--- src/rtl/timer_share_sched.sv ---
`default_nettype none
// ============================================================================
// timer_share_sched: round-robin sharing of one one-shot delay timer among
// NUM_REQ requesters, with a watchdog to recover from a missing completion.
// Revision: 1.0
// ============================================================================
module timer_share_sched #(
  parameter int NUM_REQ     = 4,
  parameter int WDOG_CYCLES = 32
) (
  input  logic               clk,
  input  logic               reset,
  input  logic [NUM_REQ-1:0] req,
  output logic [NUM_REQ-1:0] grant,
  output logic [NUM_REQ-1:0] done,
  output logic               err,
  output logic               busy,
  output logic               tmr_start,
  input  logic               tmr_done
);

  localparam int PW = (NUM_REQ > 1) ? $clog2(NUM_REQ) : 1;
  localparam int WW = $clog2(WDOG_CYCLES);

  typedef enum logic [1:0] {
    ST_IDLE  = 2'd0,
    ST_START = 2'd1,
    ST_WAIT  = 2'd2,
    ST_DONE  = 2'd3
  } state_t;

  state_t             state_q, state_d;
  logic [NUM_REQ-1:0] grant_q, grant_d;
  logic [NUM_REQ-1:0] done_q, done_d;
  logic               err_q, err_d;
  logic               tmr_start_q, tmr_start_d;
  logic [PW-1:0]      ptr_q, ptr_d;
  logic [PW-1:0]      win_q, win_d;
  logic [WW-1:0]      wdog_q, wdog_d;

  logic [PW:0]        cand;
  logic [PW:0]        ptr_nxt;
  logic [PW-1:0]      pick_idx;
  logic               pick_vld;

  // Rotating priority search starting at ptr, wrapping modulo NUM_REQ.
  always_comb begin
    pick_vld = 1'b0;
    pick_idx = '0;
    cand     = '0;
    for (int i = 0; i < NUM_REQ; i++) begin
      cand = {1'b0, ptr_q} + (PW+1)'(i);
      if (cand >= (PW+1)'(NUM_REQ)) begin
        cand = cand - (PW+1)'(NUM_REQ);
      end
      if (!pick_vld && req[cand[PW-1:0]]) begin
        pick_vld = 1'b1;
        pick_idx = cand[PW-1:0];
      end
    end
  end

  always_comb begin
    ptr_nxt = {1'b0, win_q} + (PW+1)'(1);
    if (ptr_nxt >= (PW+1)'(NUM_REQ)) begin
      ptr_nxt = '0;
    end
  end

  always_comb begin
    state_d     = state_q;
    grant_d     = grant_q;
    done_d      = '0;
    err_d       = 1'b0;
    tmr_start_d = 1'b0;
    ptr_d       = ptr_q;
    win_d       = win_q;
    wdog_d      = wdog_q;
    case (state_q)
      ST_IDLE: begin
        if (pick_vld) begin
          state_d     = ST_START;
          grant_d     = {{(NUM_REQ-1){1'b0}}, 1'b1} << pick_idx;
          win_d       = pick_idx;
          tmr_start_d = 1'b1;
        end
      end
      ST_START: begin
        state_d = ST_WAIT;
        wdog_d  = '0;
      end
      ST_WAIT: begin
        wdog_d = wdog_q + WW'(1);
        // A real completion takes precedence over a coincident timeout.
        if (tmr_done || (wdog_q == WW'(WDOG_CYCLES - 1))) begin
          state_d = ST_DONE;
          done_d  = grant_q;
          err_d   = ~tmr_done;
          grant_d = '0;
          ptr_d   = ptr_nxt[PW-1:0];
        end
      end
      ST_DONE: begin
        state_d = ST_IDLE;
      end
      default: begin
        state_d = ST_IDLE;
      end
    endcase
  end

  always_ff @(posedge clk) begin
    if (reset) begin
      state_q     <= ST_IDLE;
      grant_q     <= '0;
      done_q      <= '0;
      err_q       <= 1'b0;
      tmr_start_q <= 1'b0;
      ptr_q       <= '0;
      win_q       <= '0;
      wdog_q      <= '0;
    end else begin
      state_q     <= state_d;
      grant_q     <= grant_d;
      done_q      <= done_d;
      err_q       <= err_d;
      tmr_start_q <= tmr_start_d;
      ptr_q       <= ptr_d;
      win_q       <= win_d;
      wdog_q      <= wdog_d;
    end
  end

  assign grant     = grant_q;
  assign done      = done_q;
  assign err       = err_q;
  assign tmr_start = tmr_start_q;
  assign busy      = (state_q != ST_IDLE);

endmodule
`default_nettype wire
--- config.mk ---
export PLATFORM = sky130hd
export DESIGN_NAME = timer_share_sched
export DESIGN_NICKNAME = d
export VERILOG_FILES = /design/src/rtl/timer_share_sched.sv
export SDC_FILE = /design/constraint.sdc
export NUM_CORES = 1
export LEC_CHECK = 0
export ABC_AREA = 1
export CAP_MARGIN = 10
export CELL_PAD_IN_SITES_DETAIL_PLACEMENT = 1
export CELL_PAD_IN_SITES_GLOBAL_PLACEMENT = 1
export CORE_MARGIN = 1.5
export CORE_UTILIZATION = 35
export CTS_CLUSTER_SIZE = 14
export DETAILED_ROUTE_END_ITERATION = 8
export GPL_ROUTABILITY_DRIVEN = 0
export PLACE_DENSITY_LB_ADDON = 0.1
export SLEW_MARGIN = 25
export SYNTH_ARGS = -nofsm -noshare
export SYNTH_HDL_FRONTEND = slang
export SYNTH_SLANG_ARGS = --single-unit
export TNS_END_PERCENT = 50
--- constraint.sdc ---
create_clock -name clk -period 2.5 [get_ports clk]
set_input_delay 0.375 -clock clk [delete_from_list [all_inputs] [get_ports clk]]
set_output_delay 0.375 -clock clk [all_outputs]
set_load 0.01 [all_outputs]
==> impl_metrics.prom <==
# TYPE chip_impl_metric gauge
chip_impl_metric{name="clk-insertion-delay-late",unit="ns"} 0.31
chip_impl_metric{name="clock_tree.htree_level_count",unit=""} 1
chip_impl_metric{name="tns",unit="ns"} 0
chip_impl_metric{name="antenna_left",unit=""} 0
chip_impl_metric{name="layoutNonFillerInstCount",unit=""} 248
chip_impl_metric{name="core_area",unit="µm²"} 3420
chip_impl_metric{name="fin_skew",unit="ns"} 0.00642
chip_impl_info{name="cts_tree",value="done"} 1
chip_impl_info{name="cp-end-kind",value="output port"} 1
chip_impl_metric{name="post-cts-setup-buffer-count",unit=""} 0
chip_impl_metric{name="design.die.area",unit="µm²"} 4020
chip_impl_info{name="critPathLaunchType",value="register"} 1
chip_impl_metric{name="avgSynthCellArea",unit="µm²"} 6.98
chip_impl_metric{name="grt_pass1_vias",unit=""} 1238
chip_impl_metric{name="worst_ep_required_time",unit="ns"} 2.12
chip_impl_metric{name="place.detailed.hpwl",unit="mm"} 2.53
chip_impl_metric{name="final_setup_fails",unit=""} 0
chip_impl_metric{name="synth.net_count",unit=""} 196
chip_impl_info{name="hold_path.class",value="register to register"} 1
chip_impl_metric{name="total_leakage_power",unit="nW"} 0.673
chip_impl_info{name="timing.critical_path.cells",value="inv_1 > ha_1 > inv_1 > clkdlybuf4s50_1"} 1
chip_impl_metric{name="first_pass_grt_wire_length",unit="mm"} 5.48
chip_impl_info{name="timing.critical_path.mode_cell",value="sky130_fd_sc_hd__inv_1"} 1
chip_impl_metric{name="synthesis_stage_register_bit_count",unit=""} 21
chip_impl_metric{name="cts-buffers-inserted",unit=""} 3
chip_impl_metric{name="detail_route.iter0.violations",unit=""} 50
chip_impl_metric{name="detail_route.wirelength",unit="mm"} 3.03
chip_impl_metric{name="chipWidth",unit="µm"} 63.4
chip_impl_metric{name="dr.pass1.iters",unit=""} 2
chip_impl_metric{name="post-synth-top-area-fraction",unit=""} 0.329
chip_impl_metric{name="start_util",unit=""} 0.374
chip_impl_metric{name="clkTransAtPathRegs",unit="ns"} 0.12
chip_impl_metric{name="worst_slew_pin_slew",unit="ns"} 0.480
chip_impl_metric{name="post_synth_instance_area",unit="µm²"} 1280
chip_impl_metric{name="placed_instances",unit=""} 244
chip_impl_metric{name="floorplan.die.height",unit="µm"} 63.4
chip_impl_info{name="cts.root.buffer_cell",value="sky130_fd_sc_hd__clkbuf_4"} 1
chip_impl_metric{name="io_pins",unit=""} 18
chip_impl_info{name="critical_path_class",value="register to output port"} 1
chip_impl_metric{name="area_growth_syn_to_layout",unit="%"} 18.9
chip_impl_metric{name="floorplan.rows",unit=""} 21
chip_impl_metric{name="ctsHoldBuffers",unit=""} 0
chip_impl_metric{name="cts_resized",unit=""} 0
chip_impl_metric{name="cts_max_path_buffers",unit=""} 2
chip_impl_metric{name="grt_max_degree",unit=""} 12
chip_impl_metric{name="cell_area_power_density",unit="nW/µm²"} 940
chip_impl_metric{name="number_of_buffers_inserted_by_port_buffering",unit=""} 17
chip_impl_info{name="outcome",value="completed"} 1
chip_impl_metric{name="worst_slew_margin_rel",unit=""} 0.677
chip_impl_metric{name="all_layer_gr_usage",unit=""} 0.167
chip_impl_metric{name="grt_ovf",unit=""} 0
chip_impl_metric{name="wl_per_cell",unit="µm"} 12.2
chip_impl_metric{name="viasPerCell",unit=""} 4.82
chip_impl_metric{name="numClockSinks",unit=""} 21
chip_impl_info{name="synth.largest_area_cell",value="sky130_fd_sc_hd__dfxtp_1"} 1
chip_impl_metric{name="ys.warnings.count",unit=""} 0
chip_impl_metric{name="max_stage_delay",unit="ns"} 0.54
chip_impl_metric{name="yosysUniqueCellTypes",unit=""} 27
chip_impl_metric{name="worst-endpoint-arrival",unit="ns"} 1.63
chip_impl_metric{name="num-fill-cells",unit=""} 471
chip_impl_info{name="rsz0062_at_grt",value="no"} 1
chip_impl_metric{name="total_drc_errors_in_the_routed_layout",unit=""} 0
chip_impl_metric{name="final-max-slew-violation-count",unit=""} 0
chip_impl_metric{name="max-cap-violations",unit=""} 0
chip_impl_metric{name="maxClockFrequency",unit="MHz"} 498
chip_impl_metric{name="num_antenna_cells",unit=""} 0
chip_impl_metric{name="post_synthesis_cell_count",unit=""} 183
chip_impl_metric{name="grt_antenna_before_repair",unit=""} 0
chip_impl_metric{name="critical_path_peak_fanout",unit=""} 4
chip_impl_metric{name="final_cell_utilization_of_the_core",unit=""} 0.445
chip_impl_metric{name="route.vias.total",unit=""} 1196
chip_impl_metric{name="post-route-min-period",unit="ns"} 2.01
chip_impl_metric{name="seq_total_area_yosys",unit=""} 0.329
chip_impl_info{name="cp_top_family",value="buffers and inverters"} 1
chip_impl_metric{name="share_of_post_route_cells_with_drive_strength_above_1",unit=""} 0.163
chip_impl_info{name="synth.top_cells.by_area",value="sky130_fd_sc_hd__dfxtp_1, sky130_fd_sc_hd__nand2_1, sky130_fd_sc_hd__inv_1, sky130_fd_sc_hd__ha_1, sky130_fd_sc_hd__nand2_2"} 1
chip_impl_metric{name="final.period_utilization",unit=""} 0.804
chip_impl_metric{name="worst_ir_drop_vdd",unit="mV"} 0.390
chip_impl_info{name="crit_slowest_cell",value="sky130_fd_sc_hd__clkdlybuf4s50_1"} 1
chip_impl_metric{name="critical_path_buf_inv_count",unit=""} 3
chip_impl_metric{name="hold_viol",unit=""} 0
chip_impl_metric{name="post_layout_net_count",unit=""} 216
==> flip-flops by register name, summed over array words and instances, names as in the netlist <==
signal and count:
done 4, err 1, grant 4, ptr_q 2, state_q 2, tmr_start 1, wdog_q 5, win_q 2
==> through the flow <==
step,power (W),setup slack [ns],cell area [µm²],hold WS (ns)
after floorplan,0.00104,0.964,1280,0.449
after global placement,0.00124,0.586,1490,0.439
after detailed placement,0.00128,0.541,1490,0.441
after CTS,0.00145,0.466,1520,0.460
after global routing,0.00157,0.420,1520,0.479
final,0.00143,0.490,1520,0.459
==> cells in the final DEF, fill, tap and decap left out <==
cell type                          n
sky130_fd_sc_hd__nor2_4            1
sky130_fd_sc_hd__clkinv_1          1
sky130_fd_sc_hd__nor2_8            1
sky130_fd_sc_hd__clkbuf_4          3
sky130_fd_sc_hd__a21oi_1          11
sky130_fd_sc_hd__o21ai_0           6
sky130_fd_sc_hd__nor3_1            7
sky130_fd_sc_hd__nand3b_1          1
sky130_fd_sc_hd__nand4_1           2
sky130_fd_sc_hd__nand3_2           3
sky130_fd_sc_hd__nor2_1           10
sky130_fd_sc_hd__ha_1              6
sky130_fd_sc_hd__buf_4             1
sky130_fd_sc_hd__nand3_1          10
sky130_fd_sc_hd__dfxtp_1          21
sky130_fd_sc_hd__nor2_2            2
sky130_fd_sc_hd__nand2_2          10
sky130_fd_sc_hd__inv_1            26
sky130_fd_sc_hd__o21ai_1           3
sky130_fd_sc_hd__a31oi_1           2
sky130_fd_sc_hd__clkbuf_1          1
sky130_fd_sc_hd__a21oi_2           4
sky130_fd_sc_hd__nand4_4           1
sky130_fd_sc_hd__inv_2             4
sky130_fd_sc_hd__clkdlybuf4s50_1  17
sky130_fd_sc_hd__nand2_4           2
sky130_fd_sc_hd__nand2_1          45
sky130_fd_sc_hd__or2_2             1
==> per-layer routing <==
layer  share of wire  GRT usage  up-vias  wire, µm
li1                -          -      618         -
met1            0.45      0.202      569      1360
met2            0.53      0.313        9      1600
met3           0.020     0.0321        0        61
met4               0     0.0163        0         0
met5               0          0        -         0
==> worst register-to-register path: cells and delay by family (launching register included) <==
family	cells	cell delay [ns]
buffers and inverters	3	0.22
DFF	1	0.39
and+or+nand+nor	3	0.59
AOI/OAI and AO/OA	1	0.18
adders and majority gates	2	0.37
==> kinds of logic after synthesis <==
family | count (synthesis) | share of synthesized area
flip-flops | 21 | 0.329
AO/OA/AOI/OAI | 26 | 0.116
adder cells (fa/ha/maj) | 6 | 0.0588
buffers and inverters | 34 | 0.107
AND/OR/NAND/NOR | 96 | 0.390
==> path summary, 6_finish.rpt <==
kind                                end  slack, ns       start  cells after the start
worst max-delay path               busy       0.49  state_q[0]                      4
worst max register to register      err       0.73   wdog_q[1]                      9
worst min register to register  done[0]       0.46    grant[0]                      2
worst min-delay path            done[0]       0.46    grant[0]                      2
==> cells in the mapped netlist <==
cell and number:
sky130_fd_sc_hd__a21oi_1 11, sky130_fd_sc_hd__a21oi_2 4, sky130_fd_sc_hd__a31oi_1 2, sky130_fd_sc_hd__buf_6 1
sky130_fd_sc_hd__clkbuf_1 1, sky130_fd_sc_hd__clkbuf_2 1, sky130_fd_sc_hd__clkinv_1 1, sky130_fd_sc_hd__dfxtp_1 21
sky130_fd_sc_hd__ha_1 6, sky130_fd_sc_hd__inv_1 26, sky130_fd_sc_hd__inv_2 4, sky130_fd_sc_hd__nand2_1 45
sky130_fd_sc_hd__nand2_2 10, sky130_fd_sc_hd__nand2_4 2, sky130_fd_sc_hd__nand3_1 10, sky130_fd_sc_hd__nand3_2 3
sky130_fd_sc_hd__nand3b_1 1, sky130_fd_sc_hd__nand4_1 2, sky130_fd_sc_hd__nand4_4 1, sky130_fd_sc_hd__nor2_1 10
sky130_fd_sc_hd__nor2_2 2, sky130_fd_sc_hd__nor2_4 1, sky130_fd_sc_hd__nor2_8 1, sky130_fd_sc_hd__nor3_1 7
sky130_fd_sc_hd__o21ai_0 6, sky130_fd_sc_hd__o21ai_1 3, sky130_fd_sc_hd__or2_2 1
==> layout make-up <==
| type | count | area [µm²] | share of cell area |
|---|---|---|---|
| Multi-Input combinational cell | 128 | 721 | 0.474 |
| Sequential cell | 21 | 420 | 0.277 |
| Timing Repair Buffer | 18 | 178 | 0.117 |
| Inverter | 31 | 116 | 0.0766 |
| Tap cell | 46 | 57.6 | 0.0379 |
| Clock buffer | 4 | 26.3 | 0.0173 |
==> power breakdown <==
| group | switching [W] | total, W | internal (W) |
|---|---|---|---|
| registers | 0.0000453 | 0.000447 | 0.000402 |
| clock network | 0.000104 | 0.000166 | 0.0000623 |
| logic | 0.000519 | 0.000815 | 0.000296 |
Power figures use the tool's default switching activity.
